===== src/rtl/mppt_po_controller.sv =====
// Perturb-and-observe MPPT with a period-synchronised PWM generator.
// Optional feature macro: MPPT_ADAPTIVE_STEP_EN (step doubles on sustained same-direction moves).
module mppt_po_controller #(
    parameter int DATA_W    = 8,
    parameter int DUTY_W    = 8,
    parameter int STEP      = 4,
    parameter int DUTY_MIN  = 16,
    parameter int DUTY_MAX  = 240,
    parameter int DUTY_INIT = 128
) (
    input  logic                  clk,
    input  logic                  rst_n,
    input  logic                  enable,
    input  logic [DATA_W-1:0]     v_sample,
    input  logic [DATA_W-1:0]     i_sample,
    input  logic                  sample_valid,
    output logic                  sample_ready,
    output logic [DUTY_W-1:0]     duty,
    output logic [2*DATA_W-1:0]   power,
    output logic                  dir_up,
    output logic                  pwm_out,
    output logic                  period_start
);
    localparam int PW = 2 * DATA_W;
    // Extra headroom so duty +/- step never wraps before the clamp compare.
    localparam int XW = DUTY_W + 8;
    localparam logic [XW-1:0] MIN_X  = XW'(DUTY_MIN);
    localparam logic [XW-1:0] MAX_X  = XW'(DUTY_MAX);
    localparam logic [XW-1:0] STEP_X = XW'(STEP);

    typedef enum logic [1:0] {IDLE, MULT, DECIDE} state_t;

    state_t              state, state_nxt;
    logic                run_q;
    logic [DATA_W-1:0]   v_q, i_q;
    logic [PW-1:0]       p_q, prev_power, power_q;
    logic                first_q;
    logic [DUTY_W-1:0]   duty_q;
    logic                dir_q;
    logic                handshake;

    // run_q keeps the block from accepting samples while reset is asserted.
    assign sample_ready = (state == IDLE) && enable && run_q;
    assign handshake    = sample_valid && sample_ready;

    always_ff @(posedge clk or negedge rst_n) begin
        if (!rst_n) begin
            state <= IDLE;
            run_q <= 1'b0;
        end else begin
            state <= state_nxt;
            run_q <= 1'b1;
        end
    end

    always_comb begin
        state_nxt = state;
        case (state)
            IDLE:    if (handshake) state_nxt = MULT;
            MULT:    state_nxt = DECIDE;
            DECIDE:  state_nxt = IDLE;
            default: state_nxt = IDLE;
        endcase
    end

    // Decision datapath
    logic            go_up, do_step, reversal, hit_max, hit_min;
    logic            dir_new;
    logic [XW-1:0]   step_eff, duty_x, duty_new_x;
    logic [DUTY_W-1:0] duty_new;

`ifdef MPPT_ADAPTIVE_STEP_EN
    logic [XW-1:0] step_q;
    logic [1:0]    streak_q;
`endif

    always_comb begin
        go_up    = dir_q;
        do_step  = 1'b1;
        reversal = 1'b0;
        if (!first_q) begin
            if (p_q < prev_power) begin
                go_up    = !dir_q;
                reversal = 1'b1;
            end else if (p_q == prev_power) begin
                do_step = 1'b0;
            end
        end
`ifdef MPPT_ADAPTIVE_STEP_EN
        step_eff = reversal ? STEP_X : step_q;
`else
        step_eff = STEP_X;
`endif
        duty_x     = XW'(duty_q);
        hit_max    = 1'b0;
        hit_min    = 1'b0;
        duty_new_x = duty_x;
        if (go_up) begin
            if (duty_x + step_eff >= MAX_X) begin
                duty_new_x = MAX_X;
                hit_max    = 1'b1;
            end else begin
                duty_new_x = duty_x + step_eff;
            end
        end else begin
            if (duty_x <= MIN_X + step_eff) begin
                duty_new_x = MIN_X;
                hit_min    = 1'b1;
            end else begin
                duty_new_x = duty_x - step_eff;
            end
        end
        dir_new = go_up;
        if (hit_max) dir_new = 1'b0;
        if (hit_min) dir_new = 1'b1;
        duty_new = DUTY_W'(duty_new_x);
        if (!do_step) begin
            duty_new = duty_q;
            dir_new  = dir_q;
        end
    end

    always_ff @(posedge clk or negedge rst_n) begin
        if (!rst_n) begin
            v_q        <= '0;
            i_q        <= '0;
            p_q        <= '0;
            prev_power <= '0;
            power_q    <= '0;
            first_q    <= 1'b1;
            duty_q     <= DUTY_W'(DUTY_INIT);
            dir_q      <= 1'b1;
        end else begin
            if (handshake) begin
                v_q <= v_sample;
                i_q <= i_sample;
            end
            if (state == MULT)
                p_q <= PW'(v_q) * PW'(i_q);
            if (state == DECIDE) begin
                prev_power <= p_q;
                power_q    <= p_q;
                first_q    <= 1'b0;
                duty_q     <= duty_new;
                dir_q      <= dir_new;
            end
        end
    end

`ifdef MPPT_ADAPTIVE_STEP_EN
    // Step grows only on a run of same-direction moves; any hold, reversal or clamp restarts it.
    always_ff @(posedge clk or negedge rst_n) begin
        if (!rst_n) begin
            step_q   <= STEP_X;
            streak_q <= 2'd0;
        end else if (state == DECIDE) begin
            if (!do_step || hit_max || hit_min) begin
                step_q   <= STEP_X;
                streak_q <= 2'd0;
            end else if (reversal) begin
                step_q   <= STEP_X;
                streak_q <= 2'd1;
            end else if (streak_q != 2'd0) begin
                step_q   <= (step_q << 1) > (STEP_X << 2) ? (STEP_X << 2) : (step_q << 1);
                streak_q <= 2'd2;
            end else begin
                streak_q <= 2'd1;
            end
        end
    end
`endif

    assign duty   = duty_q;
    assign power  = power_q;
    assign dir_up = dir_q;

    // PWM: duty_active only changes at the wrap so a period never sees a mixed width.
    logic [DUTY_W-1:0] cnt, cnt_nxt, duty_active, da_nxt;

    always_comb begin
        cnt_nxt = cnt + DUTY_W'(1);
        da_nxt  = (cnt == '1) ? duty_q : duty_active;
    end

    always_ff @(posedge clk or negedge rst_n) begin
        if (!rst_n) begin
            cnt          <= '0;
            duty_active  <= DUTY_W'(DUTY_INIT);
            pwm_out      <= 1'b0;
            period_start <= 1'b0;
        end else begin
            cnt          <= cnt_nxt;
            duty_active  <= da_nxt;
            pwm_out      <= (cnt_nxt < da_nxt);
            period_start <= (cnt == '1);
        end
    end

endmodule


===== config.mk =====
export PLATFORM = sky130hd
export DESIGN_NAME = mppt_po_controller
export DESIGN_NICKNAME = d
export VERILOG_FILES = /design/src/rtl/mppt_po_controller.sv
export SDC_FILE = /design/constraint.sdc
export NUM_CORES = 1
export LEC_CHECK = 0
export BUFFER_PORTS_ARGS = -buffer_cell sky130_fd_sc_hd__buf_2
export CORE_AREA = 2 2 123 125
export DETAILED_ROUTE_END_ITERATION = 10
export DIE_AREA = 0 0 125 127
export PLACE_DENSITY = 0.58
export SYNTH_ARGS = -nofsm -noshare
export SYNTH_HDL_FRONTEND = slang
export SYNTH_SLANG_ARGS = --single-unit

===== constraint.sdc =====
create_clock -name clk -period 4.3 [get_ports clk]
set_input_delay 0.645 -clock clk [delete_from_list [all_inputs] [get_ports clk]]
set_output_delay 0.645 -clock clk [all_outputs]
set_load 0.01 [all_outputs]

# Word-level counts from Yosys, hierarchy flattened
# Index checks and enable logic that the tools add are counted.
# classes
addsub	3
multipliers	1
div	0
order_cmp	4
n_eq_ne	5
n_shift	0
mux	17
n_bitwise	0
n_reduce_logical	6
# op_table
cell	count
8-bit 2-to-1 mux	4
16-bit == test	1
16-bit < comparator	1
8-bit by 8-bit multiplier with 16-bit output	1
1-bit 2-to-1 mux	11
8-bit by 3-bit adder with 9-bit output, second input constant	1
9-bit by 8-bit >= comparator with 1-bit output, second input constant	1
8-bit by 1-bit adder with 8-bit output, second input constant	1
8-bit == test, second input constant	1
8-bit by 5-bit <= comparator with 1-bit output, second input constant	1
8-bit < comparator	1
8-bit by 3-bit subtractor with 8-bit output, second input constant	1
2-bit one-hot mux with 2 select lines	1
1-bit logical AND	3
2-bit by 1-bit == test with 1-bit output, second input constant	1
2-bit == test, second input constant	1
2-bit zero test	1
2-bit 2-to-1 mux	1
2-bit != test, second input constant	1
2-bit AND reduction	1
1-bit zero test	1
# totals
register_bits	79
latch_bits	0
ramBits	0
romBits	0
output_inout_bits	28
elab_cells	49
mem_count	0

# Longest topological paths before layout
# depth
ltp_word	6
mapped_depth	18
depth_no_buf	17

# Worst setup path before layout
# OpenSTA, ideal clock, no wires.
# synth_timing
kind	register to register
from	register i_q[7]
to	register p_q[15]
t_arrival_ns	4.220
t_required_ns	4.163
path_slack_ns	-0.057
path_stages_with_launch	17
period_less_slack_ns	4.357
path_cell_list	dfrtp_1 clkbuf_1 and2_1 fa_1 fa_1 fa_1 inv_1 fa_1 inv_1 ha_1 or2_2 a21oi_1 a21oi_1 a21o_1 a21oi_1 xnor2_1 o21ai_0
# synth_between
elab_chain_cells	1
# synth_lines
element	line	source
start, declared	35	logic [DATA_W-1:0] v_q, i_q;
start signal, assigned	136	i_q <= i_sample;
8-bit by 8-bit multiplier with 16-bit output	139	p_q <= PW'(v_q) * PW'(i_q);
end signal, assigned	139	
end, declared	36	logic [PW-1:0] p_q, prev_power, power_q;
# No other way between the ends.
# A chain may end at the register's enable or synchronous reset.

# Worst setup path in the final report
# layout_timing
from	register i_q[2]
to	register p_q[14]
# The elaborated chain is that of the path after synthesis.

==> run metrics <==
status=finished, final reports clean; power density over cell area=between 600 and 700 nW/um2; Worst Slack Setup Final=0.1116 ns; Comb power frac=0.558; fmax=238.8 MHz; Post-synth top flop=dfrtp_1; Switch Pwr=0.001717 W; # rows=44; Lkg Pwr=about 3.5 nW; design area=6835 um2; Post-Syn Instances=610; grt total ovfl=0; Avg Cell Area, Syn=~9.3 um2; DP Wirelength=8808 um; Routed WL=11540 um; largest stage delay on the critical path=0.54 ns; CP cell instances=buf_6, buf_4, nand2_2, fa_1, fa_1, inv_2, fa_1, inv_2, fa_2, inv_1, ha_2, nor3_4, buf_4, a21oi_1, a21oi_1, xor2_1, o21ai_0; Hold-fix buffers, CTS=0; sequential power share=0.258; most frequent CP cell=fa_1; footprint of the multi-input gates=3540 um2; library cells used by synthesis=50; CORE AREA=~14000 um2; Via-to-Cell Ratio=4.755; area growth from synthesis to layout=19.88%; Residual DRC=0; Worst-Margin Slew=0.8657 ns; Clk pwr share=0.184; Crit. End Element=register; Port-buffer cells=45; Tightest Hold Check Type=in -> async; final core utilization=0.4739; total CTS buffers=9; FF/Latch Area=approximately 1900 um2; cell count after placement=approximately 840; # nets final=798; Worst path slowest cell=fa_1; Die X=about 130 um; Finished Layout Cells=868; routability cong.=0.8530; VDD IR max=271.3 uV; share of the yosys chip area belonging to registers=0.3388; initial antenna violation count=0; CTS H-tree lvls=3; Slew Viols, Final=0; MaxCap Viol Count=0; Worst-path clk slew=0.06 ns; crit path kind=reg -> reg; Yosys reg bits=77; internal power=0.002488 W; Crit path arrival time=4.38 ns; first-pass detailed-route iteration total=5; CTS tree=built; clock sinks=77; share of layout cells above drive strength 1=0.2105; Setup WS pre-CTS=-0.1407 ns; Antenna diodes=0; vias in the first global route=4233; Final period util=0.9740; All-Layer GR Usage=0.1537; CP Buf/Inv Count=6; Skew-Pair Late Insertion Delay=~0.34 ns; Die ar.=between 15000 and 20000 um2; clock root buffer=clkbuf_16; worst-path maximum fanout=4; Post-Syn Area=roughly 5700 um2; yosys warns=0; Post-synth EDFFs=0; Clock Skew=just under 0.009 ns; Sw Share=0.4083; hold slack=0.2335 ns; slew margin rel.=0.4228; Tmin final=roughly 4.2 ns; drt wl/cell=13.29 um; global-route wire length before repair=20000 um; async set or reset register ratio after synthesis=1.000; ANT nets after route=0; io pins=between 40 and 50; Final Hold Viols=0; final count of negative-setup-slack endpoints=0; WP data required=approximately 4.5 ns; Clock Tree Buf Depth=2; initial drt markers=240; height of the die=127 um; initial core utilization=0.3953; area post-placement=6237 um2; critical path's top delay family=adder cells; DR vias=4127; largest net degree at the start of global routing=45; crit start category=register; # fillers=about 1400
[path summary, 6_finish.rpt]
check                                          from                        to  slack, ns  cells past startpoint
min reg2reg                duty_active[1]$_DFF_PN0_  duty_active[1]$_DFF_PN0_       0.47                      2
max in group asynchronous                     rst_n        v_q[1]$_DFFE_PN0P_       3.10                      2
min in group clk           duty_active[1]$_DFF_PN0_  duty_active[1]$_DFF_PN0_       0.47                      2
max reg2reg                      i_q[2]$_DFFE_PN0P_       p_q[14]$_DFFE_PN0N_       0.11                     17
max                              i_q[2]$_DFFE_PN0P_       p_q[14]$_DFFE_PN0N_       0.11                     17
min                                           rst_n     power[15]$_DFFE_PN0P_       0.23                      1
[synth_stat cells, types with 3 or more instances]
master    number  area [um2]
a211oi_1       3       22.52
nor3_1         3       15.01
nand3_1        9       45.04
dfstp_2        4       105.1
clkbuf_1      18       67.56
ha_1          63       788.3
nor2b_1        7       43.79
nor2_1        11       41.29
o21ai_0       40       200.2
xnor2_1        8       70.07
mux2i_1        6       60.06
nand2_1      112       420.4
a21oi_1       19       95.09
mux2_2         6       67.56
fa_1          36       720.7
a21o_1         7       52.55
nand4_1        3       18.77
inv_1         83       311.6
xor2_1        11       96.34
dfrtp_1       73        1827
nand2b_1       6       37.54
and2_1        42       262.8
[layout by cell type, fill, tap and decap left out, types with 9 or more instances in the layout]
cell type	instances
nand2_1	109
inv_1	79
dfrtp_1	72
ha_1	55
buf_2	44
and2_1	37
o21ai_0	37
fa_1	31
buf_4	25
a21oi_1	15
nor2_1	11
xor2_1	11
nand3_1	9
clkbuf_16	9
buf_6	9
[worst register-to-register path, cell delays in order, from the launching register on]
cell	delay [ns]
dfrtp_1	0.41
buf_6	0.14
buf_4	0.13
nand2_2	0.06
fa_1	0.43
fa_1	0.51
inv_2	0.04
fa_1	0.54
inv_2	0.04
fa_2	0.50
inv_1	0.05
ha_2	0.21
nor3_4	0.25
buf_4	0.15
a21oi_1	0.12
a21oi_1	0.20
xor2_1	0.17
o21ai_0	0.08
[power groups by stage]
stage	Combinational (W)	Sequential (W)	Clock, W
after detailed placement	0.00205	0.00110	0
after floorplan	0.00150	0.00107	0
after global routing	0.00267	0.00112	0.000826
after CTS	0.00209	0.00109	0.000792
final	0.00235	0.00109	0.000774
after global placement	0.00199	0.00109	0
[per-layer routing]
layer / GRT usage / up-vias / routed length (um)
li1: - / 2107 / -
met1: 0.2144 / 1917 / 5784
met2: 0.2430 / 81 / 5077
met3: 0.03434 / 22 / 429
met4: 0.04314 / 0 / 247
met5: 0 / - / 0
[cell families (layout without fill, tap and decap cells)]
group	count (synthesis)	count (layout)	synth area share
AOI/OAI and AO/OA	91	91	0.09853
other	2	3	0.001317
xor gates and xnor gates	20	20	0.03401
adders and majority gates	99	99	0.2646
muxes	12	12	0.02238
buffers and inverters	105	178	0.07044
and+or+nand+nor	204	204	0.1698
DFF	77	77	0.3388
[repair_timing]
item / in CTS / in global routing
setup buffers: 4 / 9
gates resized for setup: 5 / 42
cloned: 0 / 0
setup endpoints to repair: 2 / 7
pin swaps: 7 / 25
[through the flow]
step,total power [W],TNS (ns)
2_1_floorplan,0.002575,0
3_3_place_gp,0.003078,0
3_5_place_dp,0.003148,-0.2304
4_1_cts,0.003968,0
5_1_grt,0.004614,-0.1168
6_report,0.004205,0
[sequential cells by signal (all words and copies together), names as in the netlist]
signal / flops
cnt: 8
dir_up: 1
duty: 6
duty_active: 8
first_q: 1
i_q: 8
p_q: 16
period_start: 1
power: 16
pwm_out: 1
run_q: 1
state: 2
v_q: 8
[layout make-up]
cell class / instances / share of cell area
multi-input combinational: 429 / 0.5178
clock buffer: 10 / 0.03496
clock inverter: 6 / 0.01007
sequential: 77 / 0.2828
inverter: 84 / 0.04613
tap: 184 / 0.03368
timing repair buffer: 78 / 0.07450
Note: power is estimated with default switching activity, not from simulation.
